$ cat src/rtl/reg_wb_ctrl.sv
// Register-file writeback arbiter: pipeline port A has strict priority over a
// queued long-latency port B, with WAW kill of stale queued writes and hazard query.
module reg_wb_ctrl #(
    parameter int unsigned DEPTH = 4
) (
    input  logic        clk,
    input  logic        rst,
    input  logic        a_valid,
    input  logic [4:0]  a_reg,
    input  logic [31:0] a_data,
    input  logic        b_valid,
    output logic        b_ready,
    input  logic [4:0]  b_reg,
    input  logic [31:0] b_data,
    output logic [4:0]  wreg,
    output logic [31:0] wdata,
    output logic        regWrite,
    input  logic [4:0]  rreg_a,
    input  logic [4:0]  rreg_b,
    output logic        pend_a,
    output logic        pend_b,
    output logic [3:0]  fifo_count
);

    localparam int unsigned PW      = $clog2(DEPTH);
    localparam logic [3:0]  DEPTH_C = 4'(DEPTH);

    logic [4:0]       reg_q  [DEPTH];
    logic [4:0]       reg_d  [DEPTH];
    logic [31:0]      data_q [DEPTH];
    logic [31:0]      data_d [DEPTH];
    logic [DEPTH-1:0] live_q, live_d;
    logic [PW-1:0]    head_q, head_d;
    logic [PW-1:0]    tail_q, tail_d;
    logic [3:0]       count_q, count_d;
    logic             regwrite_q, regwrite_d;
    logic [4:0]       wreg_q, wreg_d;
    logic [31:0]      wdata_q, wdata_d;

    logic a_req;
    logic push;
    logic pop;
    logic hit_a;
    logic hit_b;

    assign b_ready = !rst && (count_q < DEPTH_C);
    assign a_req   = a_valid && (a_reg != '0);
    assign push    = b_valid && b_ready && (b_reg != '0);
    assign pop     = !a_req && (count_q != '0);

    always_comb begin
        reg_d      = reg_q;
        data_d     = data_q;
        live_d     = live_q;
        head_d     = head_q;
        tail_d     = tail_q;
        count_d    = count_q;
        regwrite_d = 1'b0;
        wreg_d     = wreg_q;
        wdata_d    = wdata_q;

        if (a_req) begin
            for (int unsigned i = 0; i < DEPTH; i++) begin
                if (reg_q[PW'(i)] == a_reg) begin
                    live_d[PW'(i)] = 1'b0;
                end
            end
            regwrite_d = 1'b1;
            wreg_d     = a_reg;
            wdata_d    = a_data;
        end else if (pop) begin
            // A killed head still frees its slot but leaves the write port idle.
            regwrite_d = live_q[head_q];
            if (live_q[head_q]) begin
                wreg_d  = reg_q[head_q];
                wdata_d = data_q[head_q];
            end
            live_d[head_q] = 1'b0;
            head_d         = head_q + PW'(1);
        end

        if (push) begin
            reg_d[tail_q]  = b_reg;
            data_d[tail_q] = b_data;
            live_d[tail_q] = !(a_req && (a_reg == b_reg));
            tail_d         = tail_q + PW'(1);
        end

        unique case ({push, pop})
            2'b10:   count_d = count_q + 4'd1;
            2'b01:   count_d = count_q - 4'd1;
            default: count_d = count_q;
        endcase
    end

    always_ff @(posedge clk) begin
        if (rst) begin
            live_q     <= '0;
            head_q     <= '0;
            tail_q     <= '0;
            count_q    <= '0;
            regwrite_q <= 1'b0;
            wreg_q     <= '0;
            wdata_q    <= '0;
        end else begin
            live_q     <= live_d;
            head_q     <= head_d;
            tail_q     <= tail_d;
            count_q    <= count_d;
            regwrite_q <= regwrite_d;
            wreg_q     <= wreg_d;
            wdata_q    <= wdata_d;
        end
    end

    // Payload needs no reset: a slot is only ever read while its live bit is set.
    always_ff @(posedge clk) begin
        reg_q  <= reg_d;
        data_q <= data_d;
    end

    always_comb begin
        hit_a = 1'b0;
        hit_b = 1'b0;
        for (int unsigned i = 0; i < DEPTH; i++) begin
            if (live_q[PW'(i)] && (reg_q[PW'(i)] == rreg_a)) hit_a = 1'b1;
            if (live_q[PW'(i)] && (reg_q[PW'(i)] == rreg_b)) hit_b = 1'b1;
        end
    end

    assign pend_a = (rreg_a != '0) && ((regwrite_q && (wreg_q == rreg_a)) || hit_a);
    assign pend_b = (rreg_b != '0) && ((regwrite_q && (wreg_q == rreg_b)) || hit_b);

    assign regWrite   = regwrite_q;
    assign wreg       = wreg_q;
    assign wdata      = wdata_q;
    assign fifo_count = count_q;

endmodule

$ cat config.mk
export PLATFORM = sky130hd
export DESIGN_NAME = reg_wb_ctrl
export DESIGN_NICKNAME = d
export VERILOG_FILES = /design/src/rtl/reg_wb_ctrl.sv
export SDC_FILE = /design/constraint.sdc
export NUM_CORES = 1
export LEC_CHECK = 0
export CAP_MARGIN = 40
export CELL_PAD_IN_SITES_DETAIL_PLACEMENT = 0
export CELL_PAD_IN_SITES_GLOBAL_PLACEMENT = 1
export CORE_MARGIN = 2
export CORE_UTILIZATION = 46
export CTS_BUF_LIST = sky130_fd_sc_hd__clkbuf_4
export CTS_CLUSTER_DIAMETER = 40
export DETAILED_ROUTE_END_ITERATION = 16
export PLACE_DENSITY_LB_ADDON = 0.1
export SLEW_MARGIN = 5
export SYNTH_ARGS = -nofsm -noshare
export SYNTH_HDL_FRONTEND = slang
export SYNTH_SLANG_ARGS = --single-unit
$ cat constraint.sdc
create_clock -name clk -period 3.5 [get_ports clk]
set_clock_uncertainty 0.15 [all_clocks]
set_input_delay 0.35 -clock clk [delete_from_list [all_inputs] [get_ports clk]]
set_output_delay 0.35 -clock clk [all_outputs]
set_load 0.1 [all_outputs]
# == After elaboration in Yosys (flattened, before gate mapping) ==
# Index checks and enable logic that the tools add are counted.
# word_totals
wordCells,128
ff_bits,198
romBits,0
latchBits,0
mem_bits_rw,0
n_memories,0
# classes
n_mul,0
magnitude_cmp,8
n_div,0
n_shift,0
n_mux,43
eq_ne,17
n_addsub,4
reduce_logical,36
bitwise,5
# ops
cell,count
$mux W32,6
$bwmux W128,1
$eq A5 B5 Y1,15
$bmux W32 S2,1
$demux W32 S2,1
$mux W5,6
$logic_and A1 B1 Y1,21
$bwmux W20,1
$reduce_bool A5 Y1,4
$mux W1,17
$mux W4,3
$bmux W5 S2,1
$demux W5 S2,1
$pmux W4 S2,1
$ge A3 B3 Y1 const B,2
$lt A2 B3 Y1 const B,2
$not A2 Y3,2
$reduce_bool A2 Y1,3
$add A2 B1 Y2 const B,2
$add A4 B1 Y4 const B,1
$and A4 B4 Y4,1
$bwmux W4,1
$demux W1 S2,2
$ge A2 B1 Y1 const B,2
other kinds (12),16

# == Longest topological paths before layout ==
# Gate-level depths: netlist of the first run.
# depth
depth_word,10
depth_mapped,12
ltp_nobuf,10

# == Least setup slack after synthesis of the first run ==
# OpenSTA, ideal clock, no wires.
# synth_path
path_kind,flip-flop to flip-flop
from,reg count_q[2] (netlist: fifo_count[2])
to,reg count_q[2] (netlist: fifo_count[2])
stages_incl_launch_ff,11
path_slack_ns,-1.557
setup_time_ns,0.071
t_arrival_ns,4.836
required_time_ns,3.279
cell_sequence,dfxtp_1 > nor3_1 > o311a_1 > inv_1 > ha_1 > xor2_1 > ha_1 > a21oi_1 > xor2_1 > or3_1 > a21oi_1
# synth_between
elab_chain_len,6
word_cells_on_any_way,12
classes_between,2 x add/sub; 1 x order compare; 2 x eq/ne; 1 x mux; 6 x reduce/logical
# synth_rtl
element,line,text
"start, declared",35,"logic [3:0] count_q, count_d;"
"start signal, assigned",109,count_q <= count_d;
$lt A4 B3 Y1 (*),46,assign b_ready = !rst && (count_q < DEPTH_C);
$logic_and A1 B1 Y1 (*),46,
via b_ready,12,"output logic b_ready,"
$logic_and A1 B1 Y1 (*) (2 in a row),48,assign push = b_valid && b_ready && (b_reg != '0);
$eq A2 B1 Y1 / $eq A2 B2 Y1 (equally long branches),89,"unique case ({push, pop})"
$pmux W4 S2 / $reduce_bool A2 Y1 (equally long branches),-,
# Mark *: on every way through the listed nets, which the timed path passes. The rest lies on a longest branch.
# A chain may end at the register's enable or synchronous reset.

# == Worst setup path in the final report of the first run ==
# layout_path
from,reg reg_q[18] (netlist name)
to,out pend_a
# layout_between
elab_chain_len,8
# layout_rtl
element,line,text
"start, declared",28,logic [4:0] reg_q [DEPTH];
"start signal, assigned",118,reg_q <= reg_d;
$eq A5 B5 Y1,126,if (live_q[PW'(i)] && (reg_q[PW'(i)] == rreg_a)) hit_a = 1'b1;
$logic_and A1 B1 Y1,126,
$mux W1 (4 in a row),126,
$logic_or A1 B1 Y1,131,assign pend_a = (rreg_a != '0) && ((regwrite_q && (wreg_q == rreg_a)) || hit_a);
$logic_and A1 B1 Y1,131,
"end, declared",20,"output logic pend_a,"
# Every way passes these cells.

==> results of run 1 <==
==> worst min path at each step <==
| stage | start | end | slack, ns |
|---|---|---|---|
| 6_report | a_data[10] | wdata[10] | 0.17 |
| 5_1_grt | a_data[9] | wdata[9] | 0.12 |
| 4_1_cts | a_data[10] | wdata[10] | 0.12 |
| 3_5_place_dp | wdata[7] | wdata[7] | 0.34 |
| 3_3_place_gp | wdata[8] | wdata[8] | 0.33 |
| 2_1_floorplan | b_data[0] | data_q[0] | 0.30 |
==> cells in the final DEF, fill, tap and decap left out, types with 3 or more instances in the layout <==
cell type	instances
sky130_fd_sc_hd__a21oi_1	6
sky130_fd_sc_hd__nand4_1	4
sky130_fd_sc_hd__edfxtp_1	148
sky130_fd_sc_hd__inv_8	3
sky130_fd_sc_hd__nand2_1	65
sky130_fd_sc_hd__and2_2	4
sky130_fd_sc_hd__nor2_1	44
sky130_fd_sc_hd__mux2i_1	10
sky130_fd_sc_hd__buf_16	4
sky130_fd_sc_hd__nand3_1	10
sky130_fd_sc_hd__buf_12	3
sky130_fd_sc_hd__a2111o_1	4
sky130_fd_sc_hd__nand2b_1	3
sky130_fd_sc_hd__a211oi_1	6
sky130_fd_sc_hd__clkdlybuf4s50_1	128
sky130_fd_sc_hd__ha_1	11
sky130_fd_sc_hd__nor4_1	11
sky130_fd_sc_hd__a311oi_1	32
sky130_fd_sc_hd__dfxtp_2	3
sky130_fd_sc_hd__inv_1	9
sky130_fd_sc_hd__dfxtp_1	46
sky130_fd_sc_hd__xor2_1	43
sky130_fd_sc_hd__buf_8	38
sky130_fd_sc_hd__clkbuf_4	17
sky130_fd_sc_hd__xnor2_1	38
sky130_fd_sc_hd__mux4_2	38
sky130_fd_sc_hd__inv_6	5
sky130_fd_sc_hd__buf_4	21
==> through the flow <==
| step | area [um2] | std cells | util (%) |
|---|---|---|---|
| final | 11300 | 1022 | 60.6 |
| after global placement | 10300 | 947 | 55.4 |
| after global routing | 11300 | 1022 | 60.6 |
| after floorplan | 8670 | 605 | - |
| after detailed placement | 11000 | 989 | 59.0 |
| after CTS | 11300 | 1021 | 60.6 |
==> per-layer routing <==
metal  track usage [%]  wire (um)  vias to the layer above
met4              6.63        330                        0
li1                  -          -                     2610
met1              26.2       8480                     2756
met5                 0          0                        -
met3              4.48       1110                       26
met2              36.5      10200                      186
==> worst min-delay path: stages <==
cell,delay [ns]
sky130_fd_sc_hd__clkdlybuf4s50_1,0.40
sky130_fd_sc_hd__nand2_1,0.06
sky130_fd_sc_hd__a311oi_1,0.07
==> registers in the layout, summed over array words and instances (netlist names) <==
name / count
data_q: 128
reg_q: 20
wreg: 5
fifo_count: 4
tail_q: 2
head_q: 2
wdata: 32
live_q: 4
regWrite: 1
==> area by class of cell <==
| class | count | area [um2] |
|---|---|---|
| flip-flops and latches | 198 | 5450 |
| repair buffers | 195 | 2180 |
| clock buffers | 17 | 128 |
| inverters | 9 | 33.8 |
| multi-input cells | 353 | 3010 |
| well taps | 234 | 293 |
| fillers | 1411 | 7330 |
| clock inverters | 15 | 155 |
| diodes | 1 | 2.50 |
==> power groups by stage <==
stage | sequential (uW) | clock (uW) | combinational (uW)
global placement | 2960 | 0 | 2350
finish | 2920 | 1170 | 2650
global route | 2940 | 1290 | 2820
CTS | 2920 | 1210 | 2690
floorplan | 3590 | 0 | 1110
detailed placement | 2970 | 0 | 2680
==> cells by family (layout without fill, tap and decap cells) <==
kind of cell	after synthesis	count (layout)	synth area share (%)
DFF	198	198	62.9
and+or+nand+nor	152	152	7.77
xor gates and xnor gates	81	81	8.20
AOI/OAI and AO/OA	61	61	5.83
buffers and inverters	54	236	2.63
muxes	48	48	11.0
adders and majority gates	11	11	1.59
other	0	1	0
==> out/metrics.cfg, run 1 <==
[cts]
cts_buffer_depth = 2
clk_pin_slew_worst_paths_ns = 0.18
post_cts_resize_count = 0
clock_tree_from_tritoncts = built
count_of_buffers_added_by_post_cts_timing_repair_for_setup = 0
clk-insertion-delay-late_ns = 0.58
post_cts_hold_buffer_count = 0
ctsRootBufferMaster = sky130_fd_sc_hd__clkbuf_4
ctsHtreeMaxLevel = 4
cts.sink_count = 198
cts-buffers-inserted = 17

[route]
avgViaCountPerCell = 5.46
detail_route.wl_per_cell_um = 19.7
drt_first_pass_iters = 7
finalWirelength_um = 20100
drc_errors = 0
drt-initial-drc-count = 263
drtAntennaViolNets = 0
dr_total_vias = 5578

[layout]
drive_gt1_share_pct = 18.9
final_net_count = 873
areaGrowthSynthToFinish_pct = 30.1

[synth]
synthMostInstantiatedCell = sky130_fd_sc_hd__edfxtp_1
yosysWarningCount = 0
post_synth_design_cell_area_um2 = 8650
synth_ff_type = sky130_fd_sc_hd__edfxtp_1
synthTopCellsByArea = sky130_fd_sc_hd__edfxtp_1 (51%), sky130_fd_sc_hd__dfxtp_1 (12%), sky130_fd_sc_hd__mux4_2 (9.9%)
synth_top_area_share_pct = 51.4
yosys.area.top_type = sky130_fd_sc_hd__edfxtp_1
netlist_top_cells_count = sky130_fd_sc_hd__edfxtp_1 (148), sky130_fd_sc_hd__nand2_1 (66), sky130_fd_sc_hd__dfxtp_1 (50)
post_synth.cell_area_avg_um2 = 14.3
synth-seq-area-share_pct = 62.9
postSynthCellCount = 605
synth-edff-count = 148
synth_fp_nets = 704
synth_seq_cells = 198
async_reset_ff_share_pct = 0
ys_types = 39

[critical_path]
worst_path_depth = 6
rr_worst_depth = 9
timing.critical_path.slowest_stage_cell = sky130_fd_sc_hd__edfxtp_1
timing.reg2reg.setup_slack_ns = 0.73
setup.worst_path.start = reg_q[18]
critical_path.reg2reg.startpoint = fifo_count[0]
path_max_fanout = 4
path_class = reg2out
worst_path_dominant_cell_family = flip-flops
crit_end = pend_a
worst_ep_required_time_ns = 3.00
critPathMaxStageDelay_ns = 0.54
cp.arrival_ns = 2.42
critPathCaptureType = output port
worstReg2RegEnd = fifo_count[2]
worst-path-buf-inv = 1
crit_path_cell_trace = xor2_1, nor4_1, nand3_1, o311ai_0, o22a_1, buf_4
setup.worst_path.start_class = register

[run]
max-cap-violations = 0

[power_and_ir_drop]
power.share.switching_pct = 37.2
share_clk_of_total_power_pct = 17.4
irDropWorstVdd_v = 0.000402
internal_power_uw = 4220
power_frac_comb_pct = 39.3
switching_power_uw = 2510
p_leak_uw = 0.00386
seq_power_share_pct = 43.3
power_density_nw_per_um2 = 598
fin_total_pwr_uw = 6730

[floorplanning]
fp.dieArea_um2 = 19900
ioPinCount = 133
placement_rows = 50
fp.dieH_um = 141
die_w_um = 141
design.core.area_um2 = 18600
start_util_pct = 46.6

[sta]
timing.hold.ws_ns = 0.169
slew_viol_final = 0
final_total_negative_setup_slack_ns = 0
timing.slew.headroom_pct = 47.0
max_slew.worst_pin.slew_ns = 0.795
achievable-frequency_ghz = 0.342
finalSetupViolations = 0
finalCritPeriodShare_pct = 83.5
period_minus_slack_ns = 2.92
grt_setup_unrepaired = false
finalWorstSetupSlack_ns = 0.576
finalHoldViolCount = 0

[global_route]
groute.usage.overall_pct = 20.9
grt_start_max_net_pins = 52
grt_pass1_wl_um = 31400
first_global_vias = 5787
antenna_found_initial = 1
overflow = 0

[status]
status = completed

[placement]
hpwlAfterDp_um = 13700
dpl_worst_slack_ns = 0.209
port_buffers = 132
gp_congestion = 0.879

[hold_path]
timing.hold.worst.class = in2reg
worstHoldPathCells = 3

Power figures use the tool's default switching activity.
==> run 2, diff against run 1 <==
==> constraint.sdc (replaced) <==
create_clock -name clk -period 2.89 [get_ports clk]
set_clock_uncertainty 0.15 [all_clocks]
set_input_delay 0.289 -clock clk [delete_from_list [all_inputs] [get_ports clk]]
set_output_delay 0.289 -clock clk [all_outputs]
set_load 0.1 [all_outputs]
==> out/metrics.cfg, run 2 (synthesis results as in run 1) <==
[layout]
final_net_count = 859  ; was 873
final_cell_area_um2 = 10800  ; was 11300 um2
fillers = 1499  ; was 1411
areaGrowthSynthToFinish_pct = 24.7  ; was 30.1%
top_library_cells_by_usage_in_the_layout_fill_and_taps_aside = sky130_fd_sc_hd__edfxtp_1 (148), sky130_fd_sc_hd__buf_4 (89), sky130_fd_sc_hd__clkdlybuf4s50_1 (86), sky130_fd_sc_hd__nand2_1 (65), sky130_fd_sc_hd__dfxtp_1 (46)  ; was sky130_fd_sc_hd__edfxtp_1 (148), sky130_fd_sc_hd__clkdlybuf4s50_1 (128), sky130_fd_sc_hd__nand2_1 (65), sky130_fd_sc_hd__dfxtp_1 (46), sky130_fd_sc_hd__nor2_1 (44)
area_of_the_multi_input_gates_um2 = 3050  ; was 3010 um2
insertedDiodeCount = 0  ; was 1
largest_register = data_q  ; unchanged
largest_reg_flops = 128  ; unchanged
final-seq-area_um2 = 5460  ; was 5450 um2
drive_gt1_share_pct = 24.3  ; was 18.9%
commonest_non_fill_non_tap_cell_in_the_layout = sky130_fd_sc_hd__edfxtp_1  ; unchanged

[sta]
timing.slew.headroom_pct = 58.3  ; was 47.0%
period_minus_slack_ns = 2.76
grt_setup_unrepaired = false  ; unchanged
slew_viol_final = 0  ; unchanged
finalSetupViolations = 0  ; unchanged
finalHoldViolCount = 0  ; unchanged
max_slew.worst_pin.slew_ns = 0.625  ; was 0.795 ns
timing.hold.ws_ns = 0.127  ; was 0.169 ns
achievable-frequency_ghz = 0.363
finalCritPeriodShare_pct = 95.4

[critical_path]
worstReg2RegEnd = fifo_count[2]  ; unchanged
timing.reg2reg.setup_slack_ns = 0.53  ; was 0.73 ns
worst_ep_required_time_ns = 2.45  ; was 3.00 ns
critical_path.reg2reg.startpoint = fifo_count[0]  ; unchanged
setup.worst_path.start_class = register  ; unchanged
critPathCaptureType = output port  ; unchanged
path_max_fanout = 4  ; unchanged
path_class = reg2out  ; unchanged
rr_worst_depth = 10  ; was 9
cp.arrival_ns = 2.32  ; was 2.42 ns

[global_route]
grt_pass1_wl_um = 31700  ; was 31400 um
groute.usage.overall_pct = 21.1  ; was 20.9%
first_global_vias = 5626  ; was 5787
antenna_found_initial = 0  ; was 1
overflow = 0  ; unchanged
grt_start_max_net_pins = 52  ; unchanged

[power_and_ir_drop]
p_leak_uw = 0.00377  ; was 0.00386 uW
irDropWorstVdd_v = 0.000454  ; was 0.000402 V
switching_power_uw = 2990  ; was 2510 uW
power_frac_comb_pct = 36.3  ; was 39.3%
seq_power_share_pct = 44.3  ; was 43.3%
power_density_nw_per_um2 = 746  ; was 598 nW/um2
internal_power_uw = 5060  ; was 4220 uW
share_clk_of_total_power_pct = 19.4  ; was 17.4%
power.share.switching_pct = 37.1  ; was 37.2%

[cts]
post_cts_hold_buffer_count = 0  ; unchanged
ctsRootBufferMaster = sky130_fd_sc_hd__clkbuf_4  ; unchanged
cts-buffers-inserted = 17  ; unchanged
cts.sink_count = 198  ; unchanged
clk-insertion-delay-late_ns = 0.56  ; was 0.58 ns
ctsHtreeMaxLevel = 4  ; unchanged
cts_buffer_depth = 2  ; unchanged
clk_pin_slew_worst_paths_ns = 0.17  ; was 0.18 ns
clock_tree_from_tritoncts = built  ; unchanged

[placement]
dpl_cell_area_um2 = 10400  ; was 11000 um2
gp_congestion = 0.909  ; was 0.879
hpwlAfterDp_um = 14000  ; was 13700 um
port_buffers = 132  ; unchanged

[route]
drt_first_pass_iters = 4  ; was 7
finalWirelength_um = 20400  ; was 20100 um
avgViaCountPerCell = 5.53  ; was 5.46
drc_errors = 0  ; unchanged
detail_route.wl_per_cell_um = 20.3  ; was 19.7 um
drtAntennaViolNets = 0  ; unchanged
dr_total_vias = 5568  ; was 5578
drt-initial-drc-count = 315  ; was 263

[floorplanning]
design.core.area_um2 = 18600  ; unchanged
start_util_pct = 46.6  ; unchanged
ioPinCount = 133  ; unchanged
fp.dieArea_um2 = 19900  ; unchanged
fp.dieH_um = 141  ; unchanged
die_w_um = 141  ; unchanged
placement_rows = 50  ; unchanged

[hold_path]
min-delay-start = a_data[10]  ; unchanged
timing.hold.worst.class = in2reg  ; unchanged
worstHoldPathCells = 3  ; unchanged
timing.hold.worst_endpoint = wdata[10]  ; unchanged

[run]
max-cap-violations = 0  ; unchanged

[status]
status = completed  ; unchanged

[run 2: final cells by class]
type / instances / share of cell area [%]
clock buffers: 18 / 1.25
well taps: 234 / 2.71
flip-flops and latches: 198 / 50.6
repair buffers: 181 / 15.1
inverters: 9 / 0.313
clock inverters: 14 / 1.75
multi-input cells: 353 / 28.3
[run 2: critical path, cell delays in order (launching register included)]
cell	delay, ns
sky130_fd_sc_hd__edfxtp_1	0.54
sky130_fd_sc_hd__xor2_1	0.20
sky130_fd_sc_hd__nor4_2	0.33
sky130_fd_sc_hd__nand3_1	0.15
sky130_fd_sc_hd__o311ai_2	0.11
sky130_fd_sc_hd__o22a_1	0.24
sky130_fd_sc_hd__buf_12	0.18
[run 2: power by group through the flow]
| stage | logic (uW) | registers, uW | clock network, uW |
|---|---|---|---|
| floorplan | 1360 | 4350 | 0 |
| global placement | 2880 | 3630 | 0 |
| detailed placement | 2910 | 3640 | 0 |
| CTS | 2930 | 3580 | 1610 |
| global route | 3120 | 3600 | 1730 |
| finish | 2920 | 3570 | 1560 |
[run 2: layer usage]
layer / up-vias / GRT usage [%] / wire, um
li1: 2576 / - / -
met1: 2808 / 28.3 / 8850
met2: 154 / 34.8 / 10100
met3: 30 / 3.87 / 973
met4: 0 / 7.79 / 531
met5: - / 0 / 0
[run 2: per-stage QoR]
step / total power [uW] / TNS, ns / setup slack, ns / util (%) / cells
finish: 8050 / 0 / 0.132 / 58.1 / 1007
global placement: 6510 / -0.209 / -0.184 / 55.8 / 966
floorplan: 5700 / -0.304 / -0.292 / - / 605
global route: 8440 / 0 / 0.000864 / 58.1 / 1007
CTS: 8110 / 0 / 0.000561 / 57.6 / 998
detailed placement: 6550 / -0.322 / -0.254 / 55.8 / 966
[run 2: how the worst max path moves through the flow]
stage | start | to | slack [ns] | cells after the start
finish | reg_q[18] | pend_b | 0.13 | 6
detailed placement | a_reg[1] | fifo_count[2] | -0.25 | 11
CTS | reg_q[6] | pend_a | 0.0006 | 6
global placement | a_reg[1] | fifo_count[2] | -0.18 | 11
global route | reg_q[19] | pend_b | 0.0009 | 6
floorplan | fifo_count[3] | fifo_count[2] | -0.29 | 10
[run 2: repair_timing]
action,in CTS,in global routing
setup endpoints to repair,2,2
pin swaps,2,8
buffers inserted,0,9
endpoints found under the hold margin,0,0
gates resized for setup,3,3
==> run 3, diff against run 2 <==
--- a/config.mk
+++ b/config.mk
@@ -8,7 +8,7 @@
 export CAP_MARGIN = 40
 export CELL_PAD_IN_SITES_DETAIL_PLACEMENT = 0
 export CELL_PAD_IN_SITES_GLOBAL_PLACEMENT = 1
-export CORE_MARGIN = 2
+export CORE_MARGIN = 4
 export CORE_UTILIZATION = 46
 export CTS_BUF_LIST = sky130_fd_sc_hd__clkbuf_4
 export CTS_CLUSTER_DIAMETER = 40
==> constraint.sdc (replaced) <==
create_clock -name clk -period 3.1 [get_ports clk]
set_clock_uncertainty 0.15 [all_clocks]
set_input_delay 0.31 -clock clk [delete_from_list [all_inputs] [get_ports clk]]
set_output_delay 0.31 -clock clk [all_outputs]
set_load 0.1 [all_outputs]
==> out/metrics.cfg, run 3 (synthesis results as in run 1) <==
[status]
status = completed  ; unchanged

[cts]
cts.sink_count = 198  ; unchanged
clk_pin_slew_worst_paths_ns = 0.16  ; was 0.17 ns
cts-buffers-inserted = 17  ; unchanged
clock_tree_from_tritoncts = built  ; unchanged
post_cts_hold_buffer_count = 0  ; unchanged
clk-insertion-delay-late_ns = 0.57  ; was 0.56 ns
ctsHtreeMaxLevel = 4  ; unchanged
cts_buffer_depth = 2  ; unchanged
post_cts_resize_count = 0  ; was 3
ctsRootBufferMaster = sky130_fd_sc_hd__clkbuf_4  ; unchanged
count_of_buffers_added_by_post_cts_timing_repair_for_setup = 0  ; unchanged

[layout]
drive_gt1_share_pct = 20.8  ; was 24.3%
largest_reg_flops = 128  ; unchanged
final_net_count = 837  ; was 859
top_library_cells_by_usage_in_the_layout_fill_and_taps_aside = sky130_fd_sc_hd__edfxtp_1 (148), sky130_fd_sc_hd__clkdlybuf4s50_1 (86), sky130_fd_sc_hd__buf_4 (67), sky130_fd_sc_hd__nand2_1 (65), sky130_fd_sc_hd__dfxtp_1 (46)  ; was sky130_fd_sc_hd__edfxtp_1 (148), sky130_fd_sc_hd__buf_4 (89), sky130_fd_sc_hd__clkdlybuf4s50_1 (86), sky130_fd_sc_hd__nand2_1 (65), sky130_fd_sc_hd__dfxtp_1 (46)
areaGrowthSynthToFinish_pct = 21.6  ; was 24.7%
commonest_non_fill_non_tap_cell_in_the_layout = sky130_fd_sc_hd__edfxtp_1  ; unchanged
layout.core_utilization_pct = 57.8  ; was 58.1%
layout.cells.non_filler = 981  ; was 1007
largest_register = data_q  ; unchanged
final_cell_area_um2 = 10500  ; was 10800 um2

[global_route]
first_global_vias = 5638  ; was 5626
grt_pass1_wl_um = 32100  ; was 31700 um
grt_start_max_net_pins = 65  ; was 52
overflow = 0  ; unchanged
groute.usage.overall_pct = 19.6  ; was 21.1%
antenna_found_initial = 1  ; was 0

[sta]
slew_viol_final = 0  ; unchanged
finalCritPeriodShare_pct = 93.0
achievable-frequency_ghz = 0.347
finalSetupViolations = 0  ; unchanged
timing.slew.headroom_pct = 57.8  ; was 58.3%
grt_setup_unrepaired = false  ; unchanged
finalHoldViolCount = 0  ; unchanged
max_slew.worst_pin.slew_ns = 0.634  ; was 0.625 ns
period_minus_slack_ns = 2.88
timing.hold.ws_ns = 0.124  ; was 0.127 ns

[critical_path]
timing.critical_path.slowest_stage_cell = sky130_fd_sc_hd__edfxtp_1  ; unchanged
path_class = reg2out  ; unchanged
critPathMaxStageDelay_ns = 0.53  ; was 0.54 ns
setup.worst_path.start_class = register  ; unchanged
cp.arrival_ns = 2.42  ; was 2.32 ns
worst_path_dominant_cell_family = simple AND/OR/NAND/NOR gates  ; was flip-flops
path_max_fanout = 4  ; unchanged
critPathCaptureType = output port  ; unchanged
crit_path_cell_trace = xor2_1, nor4_1, nand3_1, o311ai_0, o22a_1, buf_12  ; was xor2_1, nor4_2, nand3_1, o311ai_2, o22a_1, buf_12
worst-path-buf-inv = 1  ; unchanged
worst_ep_required_time_ns = 2.64  ; was 2.45 ns

[route]
avgViaCountPerCell = 5.48  ; was 5.53
detail_route.wl_per_cell_um = 20.7  ; was 20.3 um
finalWirelength_um = 20300  ; was 20400 um
drt_first_pass_iters = 4  ; unchanged
drtAntennaViolNets = 0  ; unchanged
drt-initial-drc-count = 253  ; was 315
dr_total_vias = 5371  ; was 5568
drc_errors = 0  ; unchanged

[power_and_ir_drop]
irDropWorstVdd_v = 0.000374  ; was 0.000454 V
power_density_nw_per_um2 = 682  ; was 746 nW/um2
power.share.switching_pct = 37.9  ; was 37.1%
share_clk_of_total_power_pct = 17.0  ; was 19.4%
switching_power_uw = 2720  ; was 2990 uW
power_frac_comb_pct = 35.9  ; was 36.3%
internal_power_uw = 4460  ; was 5060 uW
p_leak_uw = 0.00361  ; was 0.00377 uW
seq_power_share_pct = 47.1  ; was 44.3%

[placement]
port_buffers = 132  ; unchanged
post-place-cells = 948  ; was 966
hpwlAfterDp_um = 13900  ; was 14000 um
gp_congestion = 0.885  ; was 0.909
dpl_cell_area_um2 = 10300  ; was 10400 um2

[floorplanning]
placement_rows = 49  ; was 50
fp.dieH_um = 145  ; was 141 um
design.core.area_um2 = 18200  ; was 18600 um2
fp.dieArea_um2 = 21100  ; was 19900 um2
die_w_um = 145  ; was 141 um
ioPinCount = 133  ; unchanged
start_util_pct = 47.5  ; was 46.6%

[run]
max-cap-violations = 0  ; unchanged

[hold_path]
timing.hold.worst.class = in2reg  ; unchanged

==> run 3: through the flow <==
stage               worst slack, ns  total power, uW  TNS [ns]
global route                 0.0859             7570         0
detailed placement          -0.0214             6060   -0.0214
finish                        0.216             7180         0
global placement            -0.0174             6010   -0.0174
CTS                           0.125             7280         0
floorplan                   -0.0985             5310   -0.0985
==> run 3: layout make-up <==
| type | count | area, um2 |
|---|---|---|
| timing repair buffer | 159 | 1470 |
| fill | 1473 | 7690 |
| tap | 229 | 287 |
| antenna | 1 | 2.50 |
| sequential | 198 | 5460 |
| multi-input combinational | 353 | 3020 |
| clock buffer | 17 | 128 |
| clock inverter | 15 | 124 |
| inverter | 9 | 33.8 |
==> run 3: per-layer routing <==
metal	wire length (um)	share of wire (%)	global-route usage [%]	vias to the layer above
met4	234	1.2	5.18	0
li1	-	-	-	2543
met3	1260	6.2	4.40	17
met2	10300	51	33.6	156
met5	0	0	0	-
met1	8520	42	25.6	2655
==> run 3: power by group through the flow <==
| stage | clock network, uW | registers (uW) | logic, uW |
|---|---|---|---|
| floorplan | 0 | 4050 | 1260 |
| global placement | 0 | 3440 | 2570 |
| detailed placement | 0 | 3460 | 2600 |
| CTS | 1270 | 3400 | 2610 |
| global route | 1380 | 3430 | 2750 |
| finish | 1220 | 3380 | 2570 |
==> run 3: worst paths after layout <==
path | end | cells past startpoint | slack (ns) | startpoint
setup / recovery | pend_b | 6 | 0.22 | reg_q[3]
hold / removal | wdata[7] | 3 | 0.12 | a_data[7]
setup reg to reg | fifo_count[2] | 10 | 0.74 | fifo_count[3]
hold reg to reg | wdata[9] | 2 | 0.36 | wdata[9]
==> run 3: worst register-to-register path, cell delays in order (launching register included) <==
cell and delay (ns):
sky130_fd_sc_hd__dfxtp_4 0.39, sky130_fd_sc_hd__nor3_4 0.20, sky130_fd_sc_hd__o311a_4 0.26, sky130_fd_sc_hd__inv_1 0.07, sky130_fd_sc_hd__ha_2 0.20, sky130_fd_sc_hd__xor2_1 0.15, sky130_fd_sc_hd__ha_1 0.18, sky130_fd_sc_hd__a21oi_1 0.15
sky130_fd_sc_hd__xor2_1 0.10, sky130_fd_sc_hd__or3_1 0.32, sky130_fd_sc_hd__a21oi_1 0.14
